## config.mk

```make
export PLATFORM = sky130hd
export DESIGN_NAME = ppm_demod_seq
export DESIGN_NICKNAME = d
export VERILOG_FILES = /design/src/rtl/ppm_pkg.sv /design/src/rtl/ppm_chip_integrator.sv /design/src/rtl/ppm_demod_seq.sv
export SDC_FILE = /design/constraint.sdc
export NUM_CORES = 1
export LEC_CHECK = 0
export ABC_AREA = 1
export BUFFER_PORTS_ARGS = -buffer_cell sky130_fd_sc_hd__buf_4
export CORE_MARGIN = 5
export CORE_UTILIZATION = 30
export CTS_BUF_LIST = sky130_fd_sc_hd__clkbuf_16
export CTS_CLUSTER_DIAMETER = 150
export CTS_CLUSTER_SIZE = 14
export DETAILED_ROUTE_END_ITERATION = 7
export GPL_TIMING_DRIVEN = 0
export PLACE_DENSITY = 0.57
export SLEW_MARGIN = 20
export SYNTH_ARGS = -nofsm -noshare
export SYNTH_HDL_FRONTEND = slang
export SYNTH_HIERARCHICAL = 1
export SYNTH_SLANG_ARGS = --single-unit
```

## constraint.sdc

```tcl
create_clock -name clk -period 7.3 [get_ports clk]
set_input_delay 0 -clock clk [delete_from_list [all_inputs] [get_ports clk]]
set_output_delay 0 -clock clk [all_outputs]
set_load 0.01 [all_outputs]
```

## src/rtl/ppm_pkg.sv

```systemverilog
`default_nettype none
// ---------------------------------------------------------------------------
// ppm_pkg: state encoding and default framing symbols for ppm_demod_seq. Rev 1.0
// ---------------------------------------------------------------------------
package ppm_pkg;

    localparam int STATE_W = 3;

    typedef enum logic [STATE_W-1:0] {
        ST_IDLE     = 3'd0,
        ST_SCAN     = 3'd1,
        ST_PREAMBLE = 3'd2,
        ST_SFD0     = 3'd3,
        ST_SFD1     = 3'd4,
        ST_HDR_LEN  = 3'd5,
        ST_DATA     = 3'd6
    } state_e;

    localparam int DEF_PRE_SYM = 0;
    localparam int DEF_SFD0    = 9;
    localparam int DEF_SFD1    = 6;

endpackage
`default_nettype wire

```

## src/rtl/ppm_chip_integrator.sv

```systemverilog
`default_nettype none
// ---------------------------------------------------------------------------
// ppm_chip_integrator: per-chip sample counter and saturating hit magnitude. Rev 1.0
// ---------------------------------------------------------------------------
module ppm_chip_integrator #(
    parameter int OSR       = 4,
    parameter int CHIP_BITS = 3
) (
    input  logic                 clk,
    input  logic                 resetn,
    input  logic                 run,
    input  logic                 din,
    output logic                 chip_end,
    output logic [CHIP_BITS-1:0] mag
);

    localparam int                  SAMP_W    = (OSR > 1) ? $clog2(OSR) : 1;
    localparam logic [SAMP_W-1:0]   SAMP_LAST = SAMP_W'(OSR - 1);
    localparam logic [CHIP_BITS-1:0] MAG_MAX  = '1;

    logic [SAMP_W-1:0]    samp_q, samp_d;
    logic [CHIP_BITS-1:0] acc_q, acc_d;

    // mag already includes the current sample so the chip-end value is complete
    always_comb begin
        mag      = (din && (acc_q != MAG_MAX)) ? acc_q + CHIP_BITS'(1) : acc_q;
        chip_end = run && (samp_q == SAMP_LAST);
        samp_d   = samp_q;
        acc_d    = acc_q;
        if (!run || chip_end) begin
            samp_d = '0;
            acc_d  = '0;
        end else begin
            samp_d = samp_q + SAMP_W'(1);
            acc_d  = mag;
        end
    end

    always_ff @(posedge clk or negedge resetn) begin
        if (!resetn) begin
            samp_q <= '0;
            acc_q  <= '0;
        end else begin
            samp_q <= samp_d;
            acc_q  <= acc_d;
        end
    end

endmodule
`default_nettype wire

```

## src/rtl/ppm_demod_seq.sv

```systemverilog
`default_nettype none
// ---------------------------------------------------------------------------
// ppm_demod_seq: M-ary PPM packet demodulator with sequential arg-max decision. Rev 1.0
// ---------------------------------------------------------------------------
module ppm_demod_seq
    import ppm_pkg::*;
#(
    parameter int SYM_BITS  = 4,
    parameter int OSR       = 4,
    parameter int CHIP_BITS = 3,
    parameter int PRE_SYM   = DEF_PRE_SYM,
    parameter int PRE_MIN   = 2,
    parameter int SFD0      = DEF_SFD0,
    parameter int SFD1      = DEF_SFD1,
    parameter int LEN_BITS  = 16
) (
    input  logic                 clk,
    input  logic                 resetn,
    input  logic                 din,
    input  logic                 rx_start,
    input  logic                 rx_abort,
    input  logic [CHIP_BITS-1:0] corr_threshold,
    output logic [SYM_BITS-1:0]  dout,
    output logic                 dout_erasure,
    output logic                 dout_valid,
    input  logic                 dout_ready,
    output logic                 packet_detected,
    output logic                 packet_done,
    output logic                 overflow,
    output logic [STATE_W-1:0]   state_o
);

    localparam int HDR_SYMS = LEN_BITS / SYM_BITS;
    localparam int HDR_W    = $clog2(HDR_SYMS) + 1;
    localparam int PRE_W    = $clog2(PRE_MIN + 1) + 1;

    localparam logic [SYM_BITS-1:0] SLOT_LAST = '1;
    localparam logic [SYM_BITS-1:0] PRE_S     = SYM_BITS'(PRE_SYM);
    localparam logic [SYM_BITS-1:0] SFD0_S    = SYM_BITS'(SFD0);
    localparam logic [SYM_BITS-1:0] SFD1_S    = SYM_BITS'(SFD1);
    localparam logic [PRE_W-1:0]    PRE_MIN_C = PRE_W'(PRE_MIN);
    localparam logic [HDR_W-1:0]    HDR_LAST  = HDR_W'(HDR_SYMS - 1);

    state_e               state_q, state_d;
    logic [SYM_BITS-1:0]  slot_q, slot_d;
    logic [CHIP_BITS-1:0] max_q, max_d;
    logic [SYM_BITS-1:0]  argmax_q, argmax_d;
    logic [PRE_W-1:0]     pre_cnt_q, pre_cnt_d;
    logic [HDR_W-1:0]     hdr_cnt_q, hdr_cnt_d;
    logic [LEN_BITS-1:0]  len_q, len_d;
    logic [LEN_BITS-1:0]  data_cnt_q, data_cnt_d;
    logic [SYM_BITS-1:0]  dout_q, dout_d;
    logic                 dout_erasure_q, dout_erasure_d;
    logic                 dout_valid_q, dout_valid_d;
    logic                 packet_detected_q, packet_detected_d;
    logic                 packet_done_q, packet_done_d;
    logic                 overflow_q, overflow_d;

    logic                 w_run;
    logic                 w_chip_end;
    logic [CHIP_BITS-1:0] w_mag;
    logic                 w_higher;
    logic                 w_sym_done;
    logic [SYM_BITS-1:0]  w_sym;
    logic [CHIP_BITS-1:0] w_peak;
    logic                 w_erased;
    logic [LEN_BITS-1:0]  w_new_len;

    // abort clears the integrator in the same cycle the FSM is sent to IDLE
    assign w_run = (state_q != ST_IDLE) && !rx_abort;

    ppm_chip_integrator #(
        .OSR       (OSR),
        .CHIP_BITS (CHIP_BITS)
    ) u_chip (
        .clk      (clk),
        .resetn   (resetn),
        .run      (w_run),
        .din      (din),
        .chip_end (w_chip_end),
        .mag      (w_mag)
    );

    always_comb begin
        w_higher   = w_mag > max_q;
        w_sym_done = w_chip_end && (slot_q == SLOT_LAST) && (state_q != ST_SCAN);
        w_sym      = w_higher ? slot_q : argmax_q;
        w_peak     = w_higher ? w_mag : max_q;
        w_erased   = w_peak < corr_threshold;
        w_new_len  = (len_q << SYM_BITS) | LEN_BITS'(w_sym);
    end

    always_comb begin
        state_d           = state_q;
        slot_d            = slot_q;
        max_d             = max_q;
        argmax_d          = argmax_q;
        pre_cnt_d         = pre_cnt_q;
        hdr_cnt_d         = hdr_cnt_q;
        len_d             = len_q;
        data_cnt_d        = data_cnt_q;
        dout_d            = dout_q;
        dout_erasure_d    = dout_erasure_q;
        dout_valid_d      = dout_valid_q;
        packet_detected_d = 1'b0;
        packet_done_d     = 1'b0;
        overflow_d        = overflow_q;

        if (dout_valid_q && dout_ready) begin
            dout_valid_d = 1'b0;
        end

        // Strict compare in ascending slot order resolves ties to the lower slot
        if (w_chip_end && (state_q != ST_SCAN)) begin
            if (slot_q == SLOT_LAST) begin
                slot_d   = '0;
                max_d    = '0;
                argmax_d = '0;
            end else begin
                slot_d = slot_q + SYM_BITS'(1);
                if (w_higher) begin
                    max_d    = w_mag;
                    argmax_d = slot_q;
                end
            end
        end

        case (state_q)
            ST_IDLE: begin
                if (rx_start) begin
                    state_d    = ST_SCAN;
                    overflow_d = 1'b0;
                end
            end
            ST_SCAN: begin
                if (w_chip_end && (w_mag >= corr_threshold)) begin
                    state_d   = ST_PREAMBLE;
                    slot_d    = PRE_S + SYM_BITS'(1);
                    max_d     = w_mag;
                    argmax_d  = PRE_S;
                    pre_cnt_d = PRE_W'(1);
                end
            end
            ST_PREAMBLE: begin
                if (w_sym_done) begin
                    if (!w_erased && (w_sym == PRE_S)) begin
                        if (pre_cnt_q < PRE_MIN_C) begin
                            pre_cnt_d = pre_cnt_q + PRE_W'(1);
                        end
                    end else if (!w_erased && (w_sym == SFD0_S) && (pre_cnt_q >= PRE_MIN_C)) begin
                        state_d = ST_SFD1;
                    end else begin
                        state_d = ST_SCAN;
                    end
                end
            end
            ST_SFD0, ST_SFD1: begin
                if (w_sym_done) begin
                    hdr_cnt_d = '0;
                    state_d   = (!w_erased && (w_sym == SFD1_S)) ? ST_HDR_LEN : ST_SCAN;
                end
            end
            ST_HDR_LEN: begin
                if (w_sym_done) begin
                    len_d     = w_new_len;
                    hdr_cnt_d = hdr_cnt_q + HDR_W'(1);
                    if (hdr_cnt_q == HDR_LAST) begin
                        data_cnt_d = '0;
                        if (w_new_len == '0) begin
                            state_d       = ST_IDLE;
                            packet_done_d = 1'b1;
                        end else begin
                            state_d           = ST_DATA;
                            packet_detected_d = 1'b1;
                        end
                    end
                end
            end
            ST_DATA: begin
                if (w_sym_done) begin
                    if (!dout_valid_q || dout_ready) begin
                        dout_d         = w_sym;
                        dout_erasure_d = w_erased;
                        dout_valid_d   = 1'b1;
                    end else begin
                        overflow_d = 1'b1;
                    end
                    data_cnt_d = data_cnt_q + LEN_BITS'(1);
                    if (data_cnt_q == (len_q - LEN_BITS'(1))) begin
                        state_d       = ST_IDLE;
                        packet_done_d = 1'b1;
                    end
                end
            end
            default: state_d = ST_IDLE;
        endcase

        if (rx_abort) begin
            state_d           = ST_IDLE;
            slot_d            = '0;
            max_d             = '0;
            argmax_d          = '0;
            pre_cnt_d         = '0;
            hdr_cnt_d         = '0;
            len_d             = '0;
            data_cnt_d        = '0;
            dout_valid_d      = 1'b0;
            packet_detected_d = 1'b0;
            packet_done_d     = 1'b0;
            overflow_d        = overflow_q;
        end
    end

    always_ff @(posedge clk or negedge resetn) begin
        if (!resetn) begin
            state_q           <= ST_IDLE;
            slot_q            <= '0;
            max_q             <= '0;
            argmax_q          <= '0;
            pre_cnt_q         <= '0;
            hdr_cnt_q         <= '0;
            len_q             <= '0;
            data_cnt_q        <= '0;
            dout_q            <= '0;
            dout_erasure_q    <= 1'b0;
            dout_valid_q      <= 1'b0;
            packet_detected_q <= 1'b0;
            packet_done_q     <= 1'b0;
            overflow_q        <= 1'b0;
        end else begin
            state_q           <= state_d;
            slot_q            <= slot_d;
            max_q             <= max_d;
            argmax_q          <= argmax_d;
            pre_cnt_q         <= pre_cnt_d;
            hdr_cnt_q         <= hdr_cnt_d;
            len_q             <= len_d;
            data_cnt_q        <= data_cnt_d;
            dout_q            <= dout_d;
            dout_erasure_q    <= dout_erasure_d;
            dout_valid_q      <= dout_valid_d;
            packet_detected_q <= packet_detected_d;
            packet_done_q     <= packet_done_d;
            overflow_q        <= overflow_d;
        end
    end

    assign dout            = dout_q;
    assign dout_erasure    = dout_erasure_q;
    assign dout_valid      = dout_valid_q;
    assign packet_detected = packet_detected_q;
    assign packet_done     = packet_done_q;
    assign overflow        = overflow_q;
    assign state_o         = state_q;

endmodule
`default_nettype wire

```

== After elaboration in Yosys (flattened, before gate mapping) ==
Cells that the tools add are included.

* Bits of input ports: 9
* Output and inout port bits: 12
* Register bits: 66
* Bits in read-only memories: 0
* Word-level logic and storage cells: 167
* Memory bits (writable): 0
* Latch bits: 0
* Memories: 0

* Add/sub/neg operators: 7
* Bitwise operators: 2
* Equality and inequality tests: 28
* Shift operators: 0
* Reduce and logical (&&, ||, !) cells: 36
* Magnitude comparators: 5
* Multiply operators: 0
* Div/mod/pow operators: 0
* Muxes and demuxes: 73

{| class="wikitable"
|+ Operators with widths
! kind !! count
|-
| $mux 16 || 7
|-
| $mux 3 || 29
|-
| $mux 4 || 11
|-
| $ne 3x3->1 const B || 12
|-
| $pmux 16 s2 || 1
|-
| $mux 1 || 19
|-
| $pmux 3 s6 || 1
|-
| $add 16x1->16 const B || 1
|-
| $eq 16x16->1 || 1
|-
| $logic_not 16->1 || 1
|-
| $or 16x4->16 || 1
|-
| $sub 16x1->16 const B || 1
|-
| $logic_and 1x1->1 || 12
|-
| $pmux 3 s2 || 2
|-
| $reduce_bool 3->1 || 4
|-
| $reduce_and 5->1 || 2
|-
| $add 3x1->3 const B || 3
|-
| $eq 3x2->1 const B || 3
|-
| $eq 3x3->1 const B || 3
|-
| $reduce_and 9->1 || 1
|-
| $eq 4x4->1 const B || 2
|-
| $ne 2x2->1 const B || 3
|-
| $reduce_and 3->1 || 2
|-
| $reduce_bool 2->1 || 3
|-
| other kinds (21) || 26
|}

== Longest topological paths before layout ==
* Word-level depth: 14
* Depth in mapped cells: 27
* Depth with buffers taken out: 26

== Cells and area by module ==
The synthesis kept the hierarchy.

{| class="wikitable"
|+ Modules (own cells, without submodules)
! module !! instances !! seq. area each (µm²) !! area each (µm²) !! cells each
|-
| ppm_demod_seq || 1 || 1526.5 || 4011.3 || 547
|-
| ppm_chip_integrator || 1 || 125.1 || 277.8 || 37
|}

== Least setup slack after synthesis ==
No wires, ideal clock.

* Kind: register -> register
* Start: register u_chip.acc_q[0]
* End: register state_q[2], in the netlist state_o[2]
* Library setup time: 118 ps
* Required time: 7182 ps
* Period minus slack after synthesis: 3007 ps
* Buffers on the path: 1
* Data arrival time: 2889 ps
* Cell stages (with the launch flop): 24
* Setup slack: 4293 ps
* Cells stage by stage: dfrtp_1 -> ha_1 -> ha_1 -> inv_1 -> nand3_1 -> nand2_1 -> inv_1 -> ha_1 -> nand3_1 -> nand2_2 -> nand2_2 -> buf_6 -> o21ai_0 -> ha_1 -> nand2_1 -> inv_1 -> nand2_1 -> nand2_1 -> nand3_1 -> nand2_1 -> inv_2 -> nand2_1 -> nand2_1 -> nand2_1

* Longest elaborated chain between the ends: 14
* Elaborated cells between the ends (all ways): 33
* Classes of those cells: 1 x add/sub; 3 x order compare; 5 x eq/ne; 13 x mux; 1 x bitwise; 10 x reduce/logical

{| class="wikitable"
|+ Ends and longest elaborated chain
! item !! line !! source
|-
| start: declaration || ppm_chip_integrator.sv:22 || <nowiki>logic [CHIP_BITS-1:0] acc_q, acc_d;</nowiki>
|-
| start signal: assignment || ppm_chip_integrator.sv:42 || <nowiki>acc_q <= '0;</nowiki>
|-
| start signal: assignment || ppm_chip_integrator.sv:45 || <nowiki>acc_q <= acc_d;</nowiki>
|-
| branches (longest 2 deep; another with $add 3x1->3) || - ||
|-
| $mux 3 (*) || ppm_chip_integrator.sv:26 || <nowiki>mag = (din && (acc_q != MAG_MAX)) ? acc_q + CHIP_BITS'(1) : acc_q;</nowiki>
|-
| named net w_mag[2] || ppm_demod_seq.sv:61 || <nowiki>logic [CHIP_BITS-1:0] w_mag;</nowiki>
|-
| $gt 3x3->1 || ppm_demod_seq.sv:85 || <nowiki>w_higher = w_mag > max_q;</nowiki>
|-
| $mux 3 || ppm_demod_seq.sv:88 || <nowiki>w_peak = w_higher ? w_mag : max_q;</nowiki>
|-
| $lt 3x3->1 || ppm_demod_seq.sv:89 || <nowiki>w_erased = w_peak < corr_threshold;</nowiki>
|-
| $logic_not 1->1 || ppm_demod_seq.sv:146, ppm_demod_seq.sv:150, ppm_demod_seq.sv:160 ||
|-
| $logic_and 1x1->1 (2 in series) || ppm_demod_seq.sv:150 || <nowiki>end else if (!w_erased && (w_sym == SFD0_S) && (pre_cnt_q >= PRE_MIN_C)) begin</nowiki>
|-
| $mux 3 || ppm_demod_seq.sv:150 ||
|-
| $mux 3 || ppm_demod_seq.sv:146 || <nowiki>if (!w_erased && (w_sym == PRE_S)) begin</nowiki>
|-
| $mux 3 || ppm_demod_seq.sv:145 || <nowiki>if (w_sym_done) begin</nowiki>
|-
| $pmux 3 s6 || ppm_demod_seq.sv:128 || <nowiki>case (state_q)</nowiki>
|-
| $mux 3 || ppm_demod_seq.sv:198 || <nowiki>if (rx_abort) begin</nowiki>
|-
| end signal: assignment || ppm_demod_seq.sv:231 || <nowiki>state_q <= state_d;</nowiki>
|-
| end: declaration || ppm_demod_seq.sv:44 || <nowiki>state_e state_q, state_d;</nowiki>
|}

Mark *: on every way through the listed nets, which the timed path passes. The select of a mux whose other input is x is not followed.
A chain may end at the register's enable or synchronous reset.

== Final worst setup path ==
* Start: register u_chip.acc_q[0]
* End: register state_q[0], in the netlist state_o[0]

* Longest elaborated chain between the ends: 14
* Elaborated cells between the ends (all ways): 24
* Classes of those cells: 1 x add/sub; 3 x order compare; 4 x eq/ne; 8 x mux; 8 x reduce/logical

{| class="wikitable"
|+ Ends and longest elaborated chain
! item !! line
|-
| branches (longest 2 deep; another with $add 3x1->3) || -
|-
| $mux 3 (*) || ppm_chip_integrator.sv:26
|-
| named net w_mag[2] || ppm_demod_seq.sv:61
|-
| $gt 3x3->1 || ppm_demod_seq.sv:85
|-
| $mux 3 || ppm_demod_seq.sv:88
|-
| $lt 3x3->1 || ppm_demod_seq.sv:89
|-
| $logic_not 1->1 || ppm_demod_seq.sv:146, ppm_demod_seq.sv:150
|-
| $logic_and 1x1->1 (2 in series) || ppm_demod_seq.sv:150
|-
| $mux 3 || ppm_demod_seq.sv:150
|-
| $mux 3 || ppm_demod_seq.sv:146
|-
| $mux 3 || ppm_demod_seq.sv:145
|-
| $pmux 3 s6 || ppm_demod_seq.sv:128
|-
| $mux 3 || ppm_demod_seq.sv:198
|}

Marked as above.

==> results.sh <==
export IMPL_reg2regPathDepth=21
export IMPL_cts_sinks=66
export IMPL_holdPathStages=4
export IMPL_antenna_found_initial=0
export IMPL_synthToLayoutAreaGrowth_pct=15.43
export IMPL_insertion_delay_ns=0.33
export IMPL_finalHoldViolations=0
export IMPL_seq_area_um2=1652
export IMPL_multiInputGateArea_um2=2243
export IMPL_comb_power_share_pct=21.0
export IMPL_maxCapViolations=0
export IMPL_avgViaCountPerCell=4.863
export IMPL_internal_power_mw=0.7027
export IMPL_fmax_ghz=0.2735
export IMPL_nets=643
export IMPL_critical_path_max_fanout=10
export IMPL_slew_viol_final=0
export IMPL_grt_pass1_vias=3880
export IMPL_worstMarginPinSlew_ns=0.8469
export IMPL_power_switching_mw=0.3127
export IMPL_core_um2=13930
export IMPL_cts_tree="yes"
export IMPL_grt_pass1_wl_um=18460
export IMPL_min_from="din"
export IMPL_path_buf_inv=4
export IMPL_power_mw=1.015
export IMPL_detail_route_wl_per_cell_um=13.14
export IMPL_vdd_drop_max_v=0.00009851
export IMPL_cpPeakStageDelay_ns=0.40
export IMPL_power_leakage_nw=2.494
export IMPL_clock_path_buffers=2
export IMPL_crit_type="reg2reg"
export IMPL_synthCells=584
export IMPL_synth_nets=611
export IMPL_swShare_pct=30.80
export IMPL_ff2ff_setup_slack_ns=3.64
export IMPL_drive_gt1_share_pct=11.45
export IMPL_fin_util_pct=35.53
export IMPL_worstPathRequired_ns=7.52
export IMPL_first_iter_violations=271
export IMPL_syn_avg_cell_area_um2=7.344
export IMPL_fin_hold_ws_ns=0.01693
export IMPL_globalplace_congestion=0.8567
export IMPL_crit_slowest_cell="dfrtp_1"
export IMPL_worst_path_most_repeated_cell="nand2_1"
export IMPL_setup_violations=0
export IMPL_worstSetupStartpointType="flop"
export IMPL_start_util_pct=30.78
export IMPL_p_seq_share_pct=38.6
export IMPL_power_density_nw_per_um2=205.1
export IMPL_ys_ff_latch=66
export IMPL_grt_max_degree=67
export IMPL_cts_resized=0
export IMPL_cts_root_buffer="clkbuf_16"
export IMPL_grt_setup_unrepaired="false"
export IMPL_insertedDiodeCount=0
export IMPL_fin_area_um2=4951
export IMPL_grt_ovfl_total=0
export IMPL_fillers=1452
export IMPL_die_y_um=129.6
export IMPL_portBuffers=20
export IMPL_outcome="complete, no violations"
export IMPL_finalCriticalPeriod_ns=3.657
export IMPL_worst_r2r_endpoint="state_o[0]"
export IMPL_clock_skew_ns=0.006998
export IMPL_clk_pin_slew_ns=0.05
export IMPL_cp_end_kind="flop"
export IMPL_syn_area_um2=4289
export IMPL_numCtsBuffers=9
export IMPL_postCtsSetupRepairBufs=0
export IMPL_drt_pass1_iter_count=4
export IMPL_cpLargestDelayFamily="simple AND/OR/NAND/NOR gates"
export IMPL_drt_total_wl_um=10510
export IMPL_setup_tns_ns=0
export IMPL_synth_warnings=6
export IMPL_holdPathEnd="u_chip/acc_q[2]"
export IMPL_slew_limit_headroom_pct=43.54
export IMPL_finalCritPeriodShare_pct=50.09
export IMPL_hpwl_um=7987
export IMPL_dieArea_um2=16790
export IMPL_dpl_cell_area_um2=4664
export IMPL_r2r_start="u_chip/acc_q[0]"
export IMPL_rows=43
export IMPL_postRouteAntennaNets=0
export IMPL_min_delay_path_class="in2reg"
export IMPL_die_w_um=129.6
export IMPL_vias=3890
export IMPL_seq_area_frac_synth_pct=38.51
export IMPL_track_usage_pct=13.61
export IMPL_htree_levels=3
export IMPL_worstPathArrival_ns=3.88
export IMPL_path_cells="ha_1 -> ha_1 -> inv_1 -> nand3_1 -> nand2_1 -> inv_1 -> ha_1 -> nand3_1 -> nand2_2 -> nand2_2 -> buf_6 -> o21ai_0 -> ha_1 -> a21oi_1 -> nand2_1 -> nand3_1 -> nand2_1 -> inv_2 -> nand2_1 -> nand2_1 -> nand2_1"
export IMPL_num_io_pins=21
export IMPL_power_share_clock_pct=40.4
export IMPL_drc=0
export IMPL_synth_cell_types=43
through the flow:
stage / std cells / setup slack, ns
6_report: 800 / 3.643
5_1_grt: 800 / 3.258
4_1_cts: 800 / 3.667
3_5_place_dp: 784 / 3.684
3_3_place_gp: 784 / 3.794
2_1_floorplan: 584 / 4.293
power by group through the flow:
stage	Clock (mW)	Combinational, mW	Sequential (mW)
3_3_place_gp	0	0.207	0.397
2_1_floorplan	0	0.148	0.397
3_5_place_dp	0	0.213	0.398
6_report	0.410	0.213	0.392
5_1_grt	0.435	0.244	0.393
4_1_cts	0.420	0.215	0.392
cell usage in the layout, fill, tap and decap left out, types with 2 or more instances in the layout:
cell       instances
nand2_1          139
inv_1             83
nor2_1            66
dfrtp_1           66
nand3_1           46
o21ai_0           29
a21oi_1           21
buf_4             20
ha_1              18
o22ai_1           16
inv_2             11
xor2_1            11
clkbuf_16          9
xnor2_1            7
nand2_2            6
nand3b_1           6
nand4_1            6
o21a_1             6
nand3_2            5
nor3_1             4
o21ai_1            4
nor2_2             3
clkbuf_1           3
clkinv_2           3
buf_6              2
a211oi_1           2
and2_1             2
and3_1             2
nor4_1             2
nor3_2             2
buf_2              2
a32o_1             2
repair_timing:
action | CTS | global route
hold endpoints to repair | 66 | 0
setup endpoints to repair | 0 | 0
hold buffers | 1 | 0
worst max path at each step:
| stage | from | end | slack [ns] | cells past startpoint |
|---|---|---|---|---|
| after global routing | u_chip/acc_q[0] | state_o[0] | 3.26 | 23 |
| after detailed placement | u_chip/acc_q[0] | state_o[0] | 3.68 | 21 |
| after floorplan | u_chip/acc_q[0] | state_o[2] | 4.29 | 23 |
| after CTS | u_chip/acc_q[0] | state_o[0] | 3.67 | 21 |
| final | u_chip/acc_q[0] | state_o[0] | 3.64 | 21 |
| after global placement | u_chip/acc_q[0] | state_o[2] | 3.79 | 21 |
worst min-delay path, delay by kind of cell:
family / cells / cell delay (ns)
AND/OR/NAND/NOR: 3 / 0.21
buffers and inverters: 1 / 0.10
registers in the layout, summed over array words and instances, names as in the netlist, 3 cells and up:
signal	flops
len_q	16
state_o	3
dout	4
slot_q	4
hdr_cnt_q	3
pre_cnt_q	3
data_cnt_q	16
argmax_q	4
u_chip/acc_q	3
max_q	3
cell usage after synthesis, drive strengths merged:
library cell / number / area, um2
clkinv: 1 / 5.000
a211oi: 3 / 27.52
ha: 18 / 225.2
clkbuf: 3 / 11.26
nand2: 145 / 559.3
a22oi: 1 / 7.510
nor3: 7 / 56.31
o22ai: 16 / 100.1
o21a: 6 / 45.04
nor4: 3 / 25.02
inv: 92 / 345.3
xor2: 11 / 96.34
o32ai: 1 / 8.760
xnor2: 7 / 61.31
o211ai: 1 / 7.510
nand3: 51 / 280.3
nand3b: 6 / 45.04
and3: 2 / 12.51
buf: 4 / 32.53
a2111oi: 1 / 8.760
nand4: 7 / 50.05
and2: 2 / 12.51
nor2: 71 / 297.8
o21ai: 33 / 165.2
a221oi: 1 / 8.760
dfrtp: 66 / 1652
a32o: 2 / 20.02
a41oi: 1 / 8.760
a21oi: 22 / 113.9
cells by family (layout without fill, tap and decap cells):
family	count (synthesis)	after routing	share of synthesized area, %
DFF	66	66	38.51
adders and majority gates	18	18	5.251
and+or+nand+nor	294	294	31.21
AOI/OAI and AO/OA	88	88	12.16
xor gates and xnor gates	18	18	3.676
buffers and inverters	100	136	9.189
metal layers:
metal	vias to the layer above	share of wire (%)	global-route usage, %
li1	1963	-	-
met4	0	1.8	5.134
met3	14	4.6	2.638
met1	1845	49	19.10
met5	-	0	0
met2	68	44	20.78
area by class of cell:
| type | count | share of cell area [%] |
|---|---|---|
| Clock buffer | 9 | 4.549 |
| Clock inverter | 6 | 1.036 |
| Timing Repair Buffer | 21 | 3.235 |
| Buffer | 7 | 0.8845 |
| Sequential cell | 66 | 33.36 |
| Tap cell | 180 | 4.549 |
| Inverter | 93 | 7.076 |
| Multi-Input combinational cell | 418 | 45.31 |
Note: power is estimated with default switching activity, not from simulation.
